### src/rtl/pu_driver_if.sv
// Bundle between the layer-controller stream, the 4-input PU and the result consumer.
// The res_count port exists only when PU_DRV_STATS_EN is defined.
interface pu_driver_if #(
   parameter int DW = 5
) ();
   logic [DW-1:0] in_data;
   logic          in_valid;
   logic          in_ready;
   logic          w_load;
   logic [1:0]    w_idx;
   logic [DW-1:0] w_data;
   logic [DW-1:0] a1, a2, a3, a4;
   logic [DW-1:0] w1, w2, w3, w4;
   logic [DW-1:0] pu_out;
   logic [DW-1:0] res_data;
   logic          res_valid;
   logic          res_ready;
`ifdef PU_DRV_STATS_EN
   logic [15:0]   res_count;
`endif

   // Driver side.
   modport slave (
`ifdef PU_DRV_STATS_EN
      output res_count,
`endif
      input  in_data, in_valid, w_load, w_idx, w_data, pu_out, res_ready,
      output in_ready, a1, a2, a3, a4, w1, w2, w3, w4, res_data, res_valid
   );

   // Stream producer, PU and result consumer side.
   modport master (
`ifdef PU_DRV_STATS_EN
      input  res_count,
`endif
      output in_data, in_valid, w_load, w_idx, w_data, pu_out, res_ready,
      input  in_ready, a1, a2, a3, a4, w1, w2, w3, w4, res_data, res_valid
   );
endinterface

### src/rtl/pu_driver.sv
// Producer-side sequencer for the 4-input PU: gathers 4 activations, holds weights,
// waits the PU latency and captures the result. Optional result counter: PU_DRV_STATS_EN.
module pu_driver #(
   parameter int DW  = 5,
   parameter int LAT = 2
) (
   input logic       clk,
   input logic       rst,
   pu_driver_if.slave bus
);
   localparam int DLY_W = (LAT < 2) ? 1 : $clog2(LAT + 1);

   typedef enum logic [1:0] {FILL, ISSUE, WAIT, OUT} state_t;

   state_t                state;
   logic [1:0]            cnt;
   logic [DLY_W-1:0]      dly;
   logic                  in_ready_r;
   logic                  res_valid_r;
   logic signed [DW-1:0]  a_r [4];
   logic signed [DW-1:0]  w_r [4];
   logic signed [DW-1:0]  res_data_r;
   logic                  accept;
   logic                  w_wr;

   assign accept = bus.in_valid && in_ready_r;
   // Weights are frozen while a vector is in flight at the PU.
   assign w_wr   = bus.w_load && ((state == FILL) || (state == OUT));

   always_ff @(posedge clk) begin
      if (!rst) begin
         state       <= FILL;
         cnt         <= 2'd0;
         dly         <= '0;
         in_ready_r  <= 1'b1;
         res_valid_r <= 1'b0;
         res_data_r  <= '0;
         for (int i = 0; i < 4; i++) begin
            a_r[i] <= '0;
            w_r[i] <= '0;
         end
      end else begin
         if (w_wr)
            w_r[bus.w_idx] <= bus.w_data;
         case (state)
            FILL: begin
               if (accept) begin
                  a_r[cnt] <= bus.in_data;
                  cnt      <= cnt + 2'd1;
                  if (cnt == 2'd3) begin
                     state      <= ISSUE;
                     in_ready_r <= 1'b0;
                  end
               end
            end
            ISSUE: begin
               dly   <= DLY_W'(LAT);
               state <= WAIT;
            end
            WAIT: begin
               // dly reaches 1 on the edge that ends the PU latency window.
               if (dly == DLY_W'(1)) begin
                  res_data_r  <= bus.pu_out;
                  res_valid_r <= 1'b1;
                  state       <= OUT;
               end else begin
                  dly <= dly - DLY_W'(1);
               end
            end
            OUT: begin
               if (bus.res_ready) begin
                  res_valid_r <= 1'b0;
                  in_ready_r  <= 1'b1;
                  state       <= FILL;
               end
            end
            default: begin
               state      <= FILL;
               in_ready_r <= 1'b1;
            end
         endcase
      end
   end

   assign bus.in_ready  = in_ready_r;
   assign bus.res_valid = res_valid_r;
   assign bus.res_data  = res_data_r;
   assign bus.a1        = a_r[0];
   assign bus.a2        = a_r[1];
   assign bus.a3        = a_r[2];
   assign bus.a4        = a_r[3];
   assign bus.w1        = w_r[0];
   assign bus.w2        = w_r[1];
   assign bus.w3        = w_r[2];
   assign bus.w4        = w_r[3];

`ifdef PU_DRV_STATS_EN
   logic [15:0] res_count_r;

   always_ff @(posedge clk) begin
      if (!rst)
         res_count_r <= 16'd0;
      else if (res_valid_r && bus.res_ready)
         res_count_r <= res_count_r + 16'd1;
   end

   assign bus.res_count = res_count_r;
`endif
endmodule

### src/flat_wrapper.sv
// flat-port wrapper written by rule: the top's interface ports become plain ports
module pu_driver_flat 
#(
   parameter int DW  = 5,
   parameter int LAT = 2
)
  (clk, rst, bus_in_data, bus_in_valid, bus_w_load, bus_w_idx, bus_w_data, bus_pu_out, bus_res_ready, bus_in_ready, bus_a1, bus_a2, bus_a3, bus_a4, bus_w1, bus_w2, bus_w3, bus_w4, bus_res_data, bus_res_valid);
  pu_driver_if #(.DW(DW)) bus_i ();
  input logic clk;
  input logic rst;
  input wire logic [$bits(bus_i.in_data)-1:0] bus_in_data;
  input wire logic [$bits(bus_i.in_valid)-1:0] bus_in_valid;
  input wire logic [$bits(bus_i.w_load)-1:0] bus_w_load;
  input wire logic [$bits(bus_i.w_idx)-1:0] bus_w_idx;
  input wire logic [$bits(bus_i.w_data)-1:0] bus_w_data;
  input wire logic [$bits(bus_i.pu_out)-1:0] bus_pu_out;
  input wire logic [$bits(bus_i.res_ready)-1:0] bus_res_ready;
  output wire logic [$bits(bus_i.in_ready)-1:0] bus_in_ready;
  output wire logic [$bits(bus_i.a1)-1:0] bus_a1;
  output wire logic [$bits(bus_i.a2)-1:0] bus_a2;
  output wire logic [$bits(bus_i.a3)-1:0] bus_a3;
  output wire logic [$bits(bus_i.a4)-1:0] bus_a4;
  output wire logic [$bits(bus_i.w1)-1:0] bus_w1;
  output wire logic [$bits(bus_i.w2)-1:0] bus_w2;
  output wire logic [$bits(bus_i.w3)-1:0] bus_w3;
  output wire logic [$bits(bus_i.w4)-1:0] bus_w4;
  output wire logic [$bits(bus_i.res_data)-1:0] bus_res_data;
  output wire logic [$bits(bus_i.res_valid)-1:0] bus_res_valid;
  assign bus_i.in_data = bus_in_data;
  assign bus_i.in_valid = bus_in_valid;
  assign bus_i.w_load = bus_w_load;
  assign bus_i.w_idx = bus_w_idx;
  assign bus_i.w_data = bus_w_data;
  assign bus_i.pu_out = bus_pu_out;
  assign bus_i.res_ready = bus_res_ready;
  assign bus_in_ready = bus_i.in_ready;
  assign bus_a1 = bus_i.a1;
  assign bus_a2 = bus_i.a2;
  assign bus_a3 = bus_i.a3;
  assign bus_a4 = bus_i.a4;
  assign bus_w1 = bus_i.w1;
  assign bus_w2 = bus_i.w2;
  assign bus_w3 = bus_i.w3;
  assign bus_w4 = bus_i.w4;
  assign bus_res_data = bus_i.res_data;
  assign bus_res_valid = bus_i.res_valid;
  pu_driver #(.DW(DW), .LAT(LAT)) u_core (.clk(clk), .rst(rst), .bus(bus_i));
endmodule
### config.mk
export PLATFORM = sky130hd
export DESIGN_NAME = pu_driver_flat
export DESIGN_NICKNAME = d
export VERILOG_FILES = /design/src/rtl/pu_driver_if.sv /design/src/rtl/pu_driver.sv /design/src/flat_wrapper.sv
export SDC_FILE = /design/constraint.sdc
export NUM_CORES = 1
export LEC_CHECK = 0
export ABC_AREA = 1
export CAP_MARGIN = 20
export CORE_ASPECT_RATIO = 0.75
export CORE_UTILIZATION = 49
export CTS_CLUSTER_SIZE = 16
export DETAILED_ROUTE_END_ITERATION = 16
export PLACE_DENSITY = 0.84
export SLEW_MARGIN = 20
export SYNTH_ARGS = -nofsm -noshare
export SYNTH_HDL_FRONTEND = slang
export SYNTH_SLANG_ARGS = --single-unit
### constraint.sdc
create_clock -name clk -period 4.55 [get_ports clk]
set_input_delay 0.455 -clock clk [delete_from_list [all_inputs] [get_ports clk]]
set_output_delay 0.455 -clock clk [all_outputs]
set_load 0.02 [all_outputs]
Yosys cells after proc, flatten, opt, wreduce, memory -nomap -nowiden
Memory sizes are Yosys's and may differ from the RTL's.
Cells that the tools add are included.

storage, ports and cells
  register bits after elaboration = 13
  memory bits (writable) = 40
  input bits = 22
  output and inout bits = 47
  logic and storage cells = 63
  memories = 2

cells by class
  add/sub/neg operators = 2
  equality and inequality tests = 10
  multiplexer cells = 28
  reduce and logical (&&, ||, !) cells = 15

memories
  name        words  width  read ports  clocked after memory_dff  wr ports  line             RTL
  u_core.a_r  4      5      4           0                         4         pu_driver.sv:20  logic signed [DW-1:0] a_r [4];
  u_core.w_r  4      5      4           0                         4         pu_driver.sv:21  logic signed [DW-1:0] w_r [4];

operators with widths
  operator                                                                  number
  1-bit 2-to-1 mux                                                          15
  2-bit 2-to-1 mux                                                          7
  5-bit 2-to-1 mux                                                          2
  5-bit OR reduction                                                        2
  2-bit one-hot mux with 4 select lines                                     1
  4-bit AND reduction                                                       2
  2-bit equality test (second input constant)                               3
  2-bit inequality test (second input constant)                             3
  2-bit AND reduction                                                       3
  2-bit nonzero test                                                        3
  2-bit by 1-bit equality test with 1-bit output (second input constant)    2
  2-bit by 1-bit inequality test with 1-bit output (second input constant)  2
  1-bit one-hot mux with 2 select lines                                     2
  2-bit one-hot mux with 2 select lines                                     1
  3-bit AND reduction                                                       1
  2-bit by 1-bit adder with 2-bit output (second input constant)            1
  1-bit logical AND                                                         2
  2-bit logical NOT                                                         1
  2-bit by 1-bit subtractor with 2-bit output (second input constant)       1
  1-bit logical OR                                                          1

Logic depth before layout (Yosys ltp)
  depth in word-level cells = 8
  gate-level depth with buffers = 9

Worst setup path before layout
OpenSTA, ideal clock, no wires.

  path kind = register to register
  from = register u_core.state[0]
  to = memory u_core.w_r[3][0] (enable)
  arrival time = 1346 ps
  data required time = 4176 ps
  slack = 2830 ps
  cell stages (with the launch flop) = 7
  cell sequence = dfxtp_1 -> inv_1 -> ha_1 -> inv_1 -> nand3_4 -> nor2_4 -> nor3_1

RTL lines
  element                   line             RTL
  start: declaration        pu_driver.sv:15  state_t state;
  start signal: assignment  pu_driver.sv:32  state <= FILL;
  start signal: assignment  pu_driver.sv:51  state <= ISSUE;
  start signal: assignment  pu_driver.sv:58  state <= WAIT;
  end: declaration          pu_driver.sv:21

==> results by group <==
Status
  – Status: finished clean

Yosys
  – Syn Area/Cell: 11.0 um^2
  – Distinct cells, synth: 21
  – EDFF count, synth: 40
  – Syn Nets: 228
  – Cells after synthesis: 200
  – Synth Flop Type: edfxtp_1
  – Area of the mapped netlist: 0.00221 mm^2
  – Yosys warnings: 0
  – Seq/Total Area, Yosys: 66.2%
  – Synthesized flop and latch total: 53
  – Synth async-reset ratio: 0%

Timing
  – Worst setup margin: 2.16 ns
  – Setup violations, final: 0
  – Fmax: 0.419 GHz
  – Tcrit/Tclk final: 52.5%
  – Setup TNS: 0 ns
  – Slew HR: 42.2%
  – Min cycle time layout: 2.39 ns
  – Skew final: 0.0106 ns
  – Worst Max-Slew Pin Slew: 0.865 ns
  – Final-report hold violation count: 0
  – Fin. max-slew vios: 0
  – RSZ-0062 raised after global routing: false

Placed design
  – Gp weighted congestion: 0.803
  – IO Port Bufs: 68
  – HPWL after detailed placement: 3.49 mm
  – Post-placement setup slack: 1.83 ns

Final layout
  – FF+latch area: 0.00146 mm^2
  – Fill cells: 291
  – Area growth, synth to finish: 38.3%
  – Nets: 301
  – Most common cell after layout, fill and taps aside: clkdlybuf4s50_1
  – Ratio of cells with drive above 1 in the final layout: 7.66%
  – # diodes: 0
  – Commonest cells after routing, fill and taps aside: 68 x clkdlybuf4s50_1, 57 x nor2_1, 40 x edfxtp_1, 24 x inv_1, 21 x nand2_1
  – Multi-input logic area: 638 um^2

Worst setup path
  – CP endpoint kind: flop
  – Critical path's top delay family: simple AND/OR/NAND/NOR gates
  – Crit-path max FO: 21
  – Crit path kind: in -> reg
  – Critical path's slowest cell: clkdlybuf4s50_1
  – WP buf/inv: 1
  – WP data arrival: 2.33 ns
  – Startpoint Class: input port
  – CP max stage delay: 0.86 ns
  – CP cell instances: clkdlybuf4s50_1 -> nand3_4 -> nor2_4 -> nor3_1
  – Required time of the critical path: 4.49 ns

Floorplan
  – Die area: 0.00478 mm^2
  – Width of the die: 79.5 um
  – Core area: 0.00418 mm^2
  – Die H: 60.1 um
  – Initial core utilization: 52.8%
  – Io pins: 69
  – Number of cell rows: 20

Clocking
  – Root buffer cell: clkbuf_8
  – Post-CTS setup buffers: 0
  – CTS max path bufs: 2
  – CTS buffer count: 5
  – CTS Sinks: 53
  – Htree depth: 2
  – Cts repair resizes: 0
  – Clock Latency Late Sink: 0.31 ns
  – Clock-pin slew on the worst setup and hold paths: 0.09 ns
  – CTS tree: done
  – Hold_buf cts: 0

Power and ir drop
  – Worst vdd ir: 227 uV
  – Pleak: 1.25 nW
  – Power Density: 430 mW/mm^2

Flow run
  – Max Cap Viol: 0

Route
  – 1st-pass router iterations: 5
  – DRC: 0
  – Final ANT Viol Nets: 0
  – Initial DRC count: 72
  – Vias: 1608
  – Final wirelength: 4.56 mm
  – Average vias per placed instance: 4.89
  – WL per Instance: 13.9 um

GRT
  – GRT Overall Usage: 20.6%
  – First-pass GRT wire length: 7.13 mm
  – Initial antenna violation count: 0
  – Largest net degree at the start of global routing: 22
  – Number of global-route vias before repair: 1526
  – Global route total overflow: 0

Hold path
  – Min-delay worst type: reg -> reg
==> cells in the mapped netlist, types with 3 or more instances <==
cell	number	share of area, %
nand2_2	4	1.1
nand3_1	5	1.1
dfxtp_1	13	12
nand2_4	3	1.5
edfxtp_1	40	54
nand2_1	21	3.6
o21ai_0	9	2.0
inv_1	24	4.1
nor2_1	57	9.7
a21oi_1	4	0.91
ha_1	6	3.4
==> worst reg2reg max path: cells and delay by family (launching register included) <==
kind	cells	cell delay [ns]
adder cells (fa/ha/maj)	1	0.28
buffers and inverters	2	0.17
AND/OR/NAND/NOR	3	0.77
flip-flops	1	0.40
==> per-layer routing <==
layer | up-vias | track usage, % | share of wire [%]
li1 | 796 | - | -
met1 | 729 | 26.6 | 42
met2 | 76 | 34.6 | 48
met3 | 7 | 4.12 | 8.7
met4 | 0 | 8.05 | 1.6
met5 | - | 0 | 0
==> cell families after synthesis <==
kind of cell	Yosys count	synth area share (%)
AND/OR/NAND/NOR	98	21.8
flip-flops	53	66.2
adder cells (fa/ha/maj)	6	3.40
AO/OA/AOI/OAI	16	3.74
buffers and inverters	27	4.93
==> flip-flops by register name, summed over array words and instances, names as in the netlist <==
signal and count:
u_core.bus.res_data 5, u_core.bus.res_valid 1, u_core.dly 2, u_core.a_r 20
u_core.w_r 20, u_core.bus.in_ready 1, u_core.state 2, u_core.cnt 2
==> cell type report <==
type                            count  share of cell area (%)
Multi-Input combinational cell    120                    20.9
Inverter                           25                    3.07
Tap cell                           55                    2.25
Sequential cell                    53                    47.8
Clock inverter                      2                    1.27
Timing Repair Buffer               68                    22.3
Clock buffer                        6                    2.38
==> report_power, final <==
part	leakage, nW	switching [mW]	internal [mW]
clock network	0.0554	0.148	0.165
logic	0.677	0.219	0.151
registers	0.521	0.0379	0.591
==> final timing paths <==
kind                    from                to  slack [ns]  depth (start not counted)
max reg2reg  u_core.state[0]  u_core.w_r[3][2]        2.58                          6
min            u_core.dly[0]     u_core.dly[0]        0.47                          1
max                      rst  u_core.w_r[3][2]        2.16                          4
min reg2reg    u_core.dly[0]     u_core.dly[0]        0.47                          1
==> per-stage QoR <==
step	cell area (um^2)	hold slack [ns]	utilization (%)	power [mW]	instances
floorplan	2210	0.432	-	0.859	200
global placement	2940	0.454	70.4	0.993	321
detailed placement	2940	0.456	70.4	1.01	321
CTS	3050	0.472	73.1	1.32	329
global route	3050	0.511	73.1	1.37	329
finish	3050	0.473	73.1	1.31	329
Note: power is estimated with default switching activity, not from simulation.
==> edit 1: new RTL, same settings <==
`DW` is set to 5 in 3 places; all go to 10.
--- a/src/rtl/pu_driver_if.sv
+++ b/src/rtl/pu_driver_if.sv
@@ -3,3 +3,3 @@
 interface pu_driver_if #(
-   parameter int DW = 5
+   parameter int DW = 10
 ) ();
--- a/src/rtl/pu_driver.sv
+++ b/src/rtl/pu_driver.sv
@@ -3,3 +3,3 @@
 module pu_driver #(
-   parameter int DW  = 5,
+   parameter int DW  = 10,
    parameter int LAT = 2
--- a/src/flat_wrapper.sv
+++ b/src/flat_wrapper.sv
@@ -3,3 +3,3 @@
 #(
-   parameter int DW  = 5,
+   parameter int DW  = 10,
    parameter int LAT = 2
Ports: changed (12 resized); port bits go from 69 to 129. No check against the original RTL was run, so the function may have changed too.
==> edit 1 against the unedited design <==
  * Sequential cell count rose by 45
  * Design area grew 74%
  * Sequential share of layout area is 4.0 points higher
  * Combinational power rose by 47%
  * Critical path type unchanged
  * Setup slack lost 160 ps
  * Wire length increased by 91%
  * Total power grew 72%
  * Fmax down 6.2%
  * Clock skew grew 2.3 ps
  * Critical path depth is 1 higher
  * Critical endpoint is now u_core.w_r[0][0]$_SDFFCE_PN0P_
  * Sequential power up 81%
  * Synthesized area is 71% higher
  * Register-to-register slack worse by 410 ps
==> edit 1: results (changes against the unedited design) <==
Worst Hold Depth=2 (was 1); maximum VDD drop=0.000223 V (was 0.000227 V); Worst R2R Setup Slack=2170 ps (was 2580 ps); comb pwr=544 uW (was 370 uW); min-delay src=u_core.bus.res_data[8]$_SDFFE_PN0P_ (was u_core.dly[0]$_SDFFE_PN0P_); fillers=477 (was 291); Placed Cells=539 (was 321); Port Buffer Count=128 (was 68); met3 wire len=674 um (was 395 um); worst clock skew=12.9 ps (was 10.6 ps); met3 Usage GRT=7.75% (was 4.12%); Synth cell types=23 (was 21); DR WL/cell=15.7 um (was 13.9 um); share of cells above drive strength 1=5.95% (was 7.66%); status=finished clean (unchanged); Data arrival, critical path=2570 ps (was 2330 ps); PD cells=424 nW/um^2 (was 430 nW/um^2); DP Area=5120 um^2 (was 2940 um^2); Clock Latency Late Sink=370 ps (was 310 ps); M2 GR Usage=35.7% (was 34.6%); Clock power frac=25.5% (was 23.9%); slowest stage delay, CP=840 ps (was 860 ps); CTS Buf Count=9 (was 5); vias per inst=4.93 (was 4.89); ys async rst share=0% (unchanged); GRT Util Overall=22.6% (was 20.6%); pre-CTS setup slack=1670 ps (was 1830 ps); Hold WS=494 ps (was 473 ps); met1 Use GR=29.8% (was 26.6%); DRT iter0 DRCs=175 (was 72); syn_nets=364 (was 228); wl on met1=3.58 mm (was 1.91 mm); Worst Path Max Fanout=18 (was 21); synth cell count leaders=106 x nor2_1, 80 x edfxtp_1, 35 x inv_1 (was 57 x nor2_1, 40 x edfxtp_1, 24 x inv_1); actual slew at the worst max-slew pin=576 ps (was 865 ps); largest net degree at the start of global routing=19 (was 22); first-pass GRT wire length=13.0 mm (was 7.13 mm); Int Power=1.58 mW (was 907 uW); CTS H-tree depth=3 (was 2); R2R Path End=u_core.w_r[0][0]$_SDFFCE_PN0P_ (was u_core.w_r[3][2]$_DFFE_PP_); R2R depth=7 (was 6); DP HPWL=6.59 mm (was 3.49 mm); Critical Path RT=4570 ps (was 4490 ps); hold path endpoint=u_core.bus.res_data[8]$_SDFFE_PN0P_ (was u_core.dly[0]$_SDFFE_PN0P_); EDFF count, synth=80 (was 40); final wirelength=8.71 mm (was 4.56 mm); fin nets=492 (was 301); sequential share of the synthesized area=73.4% (was 66.2%); drt pass-1 iters=4 (was 5); die width=103 um (was 79.5 um); largest cells by area after synthesis=edfxtp_1 64%, nor2_1 11%, dfxtp_1 9.6%, inv_1 3.5%, nand2_1 2.5% (was edfxtp_1 54%, dfxtp_1 12%, nor2_1 9.7%, inv_1 4.1%, nand2_1 3.6%); gpl congestion=0.886 (was 0.803); LEAKAGE=2.13 nW (was 1.25 nW); WL met2=4.32 mm (was 2.18 mm); Synth Area in Adders=1.99% (was 3.40%); vias in the first global route=2,542 (was 1,526)
## edit 1: changes by cell type in the layout (fill, tap and decap cells not counted), moves of 4 or more
cell | unedited run | this run
clkdlybuf4s50_1 | 68 | 128
nor2_1 | 57 | 106
edfxtp_1 | 40 | 80
inv_1 | 24 | 35
dfxtp_1 | 13 | 18
o21ai_0 | 9 | 14
clkbuf_8 | 5 | 9
nand2_1 | 21 | 25
## edit 1: area by class of cell
class                   instances  area (um^2)  share of cell area, %
flip-flops and latches         98         2760                   51.9
repair buffers                130         1300                   24.3
multi-input cells             174          796                   14.9
inverters                      36          135                   2.54
well taps                     101          126                   2.37
clock buffers                   9          124                   2.33
clock inverters                 7         85.1                   1.60
## edit 1: worst reg2reg max path, delay by kind of cell, from the launching register on
kind	cells	cell delay (ps)
simple gates	4	1140
flops	1	400
fa+ha+maj	1	290
buf+inv	2	210
==> edit 2: new RTL, same settings <==
Without the edit above. Re-encode `state_t` (4 states) as one-hot, 4 bits wide.
--- a/src/rtl/pu_driver.sv
+++ b/src/rtl/pu_driver.sv
@@ -12,3 +12,3 @@
 
-   typedef enum logic [1:0] {FILL, ISSUE, WAIT, OUT} state_t;
+   typedef enum logic [3:0] {FILL = 4'b0001, ISSUE = 4'b0010, WAIT = 4'b0100, OUT = 4'b1000} state_t;
 
Behaviour: no difference found for any inputs over 10 cycles, from zero or initial values and one cycle with rst low; not proved beyond that.
==> edit 2 against the unedited design <==
  * Clock power shrank 4%
  * Sequential cell count rose by 2
  * Synthesized area increased by 3.2%
  * Setup slack improved by 160 ps
  * Total power is 5.1% higher
  * Critical endpoint is now u_core.w_r[2][0]$_SDFFCE_PN0P_
  * Wire length is 1.5% lower
  * Non-clock buffer count unchanged
  * Fmax is 7.4% higher
  * Synthesized cell count up 4.5%
  * Clock skew rose by 4.7 ps
  * First-iteration DRC count increased by 35%
  * Utilization decreased by 3.3 points
  * Design area is 2.1% higher
  * Largest power group unchanged
  * Hold slack got worse by 4.8 ps
==> edit 2: results (changes against the unedited design) <==
status=finished clean (unchanged); pre-CTS setup slack=1990 ps (was 1830 ps); Worst Setup SP=rst (unchanged); r2r startpoint=u_core.state[1]$_SDFFE_PN0P_ (was u_core.state[0]$_SDFFE_PN0P_); post-CTS setup buffer count=0 (unchanged); root buffer cell=clkbuf_8 (unchanged); Worst Setup Slack, final=2320 ps (was 2160 ps); Placed Cells=330 (was 321); fillers=333 (was 291); Non-Filler Instances=338 (was 329); LEAKAGE=1.23 nW (was 1.25 nW); R2R depth=5 (was 6); Worst Path Max Fanout=19 (was 21); Hold WS=468 ps (was 473 ps); Syn Area/Cell=10.9 um^2 (was 11.0 um^2); sw frac=32.8% (was 30.9%); Final Power=1.38 mW (was 1.31 mW); EDFF count, synth=40 (unchanged); CTS H-tree depth=2 (unchanged); Ys Warns=0 (unchanged); slowest stage delay, CP=1050 ps (was 860 ps); Worst setup endpoint=u_core.w_r[2][0]$_SDFFCE_PN0P_ (was u_core.w_r[3][2]$_DFFE_PP_); syn_nets=233 (was 228); drt pass-1 iters=4 (was 5); DR WL/cell=13.3 um (was 13.9 um); synth cell count leaders=40 x edfxtp_1, 39 x nor2_1, 25 x inv_1 (was 57 x nor2_1, 40 x edfxtp_1, 24 x inv_1); fin nets=304 (was 301); sequential share of the synthesized area=65.9% (was 66.2%); vias in the first global route=1,537 (was 1,526); DP HPWL=3.45 mm (was 3.49 mm); maximum VDD drop=0.000359 V (was 0.000227 V); Flop pwr share=47.6% (was 47.9%); kind of cell adding the most delay to the critical path=buffers and inverters (was simple AND/OR/NAND/NOR gates); worst clock skew=15.3 ps (was 10.6 ps); largest cells by area after synthesis=edfxtp_1 53%, dfxtp_1 13%, nor2_1 6.4%, inv_1 4.1%, nand2_1 4.0% (was edfxtp_1 54%, dfxtp_1 12%, nor2_1 9.7%, inv_1 4.1%, nand2_1 3.6%); Synth cell types=23 (was 21); first-pass GRT wire length=6.82 mm (was 7.13 mm); DRT iter0 DRCs=97 (was 72); hold path endpoint=u_core.bus.res_data[0]$_SDFFE_PN0P_ (was u_core.dly[0]$_SDFFE_PN0P_); Worst R2R Setup Slack=2760 ps (was 2580 ps); share of cells above drive strength 1=6.76% (was 7.66%); vias per inst=5.04 (was 4.89); GRT Util Overall=19.0% (was 20.6%); Reg clk slew, reported paths=100 ps; Worst Hold Depth=2 (was 1); CTS Buf Count=5 (unchanged); gpl congestion=0.869 (was 0.803); Port Buffer Count=68 (unchanged); DP Area=3010 um^2 (was 2940 um^2); min-delay worst type=reg2reg (unchanged); largest net degree at the start of global routing=20 (was 22); min-delay src=u_core.bus.res_data[0]$_SDFFE_PN0P_ (was u_core.dly[0]$_SDFFE_PN0P_); Data arrival, critical path=2180 ps (was 2330 ps); Max-slew headroom=40.6% (was 42.2%); Clock power frac=21.8% (was 23.9%)
-- edit 2: final cells by class --
class | count | area, um^2 | share of cell area, %
well taps | 57 | 71.3 | 2.29
inverters | 25 | 93.8 | 3.01
clock buffers | 7 | 97.6 | 3.13
multi-input cells | 125 | 664 | 21.3
flip-flops and latches | 55 | 1500 | 48.2
repair buffers | 68 | 681 | 21.8
clock inverters | 1 | 8.76 | 0.281
-- edit 2: cells by family after synthesis --
family	after synthesis	synth area share (%)
buffers and inverters	29	4.99
flip-flops	55	65.9
adder cells (fa/ha/maj)	2	1.10
AO/OA/AOI/OAI	18	4.01
AND/OR/NAND/NOR	105	24.0
-- edit 2: per-layer routing --
| metal | wire length, um | up-vias | track usage [%] | part of all wire [%] |
|---|---|---|---|---|
| met5 | 0 | - | 0 | 0 |
| li1 | - | 845 | - | - |
| met2 | 2120 | 65 | 29.7 | 47 |
| met4 | 44 | 0 | 8.93 | 0.98 |
| met1 | 1980 | 789 | 25.5 | 44 |
| met3 | 358 | 5 | 4.74 | 8.0 |
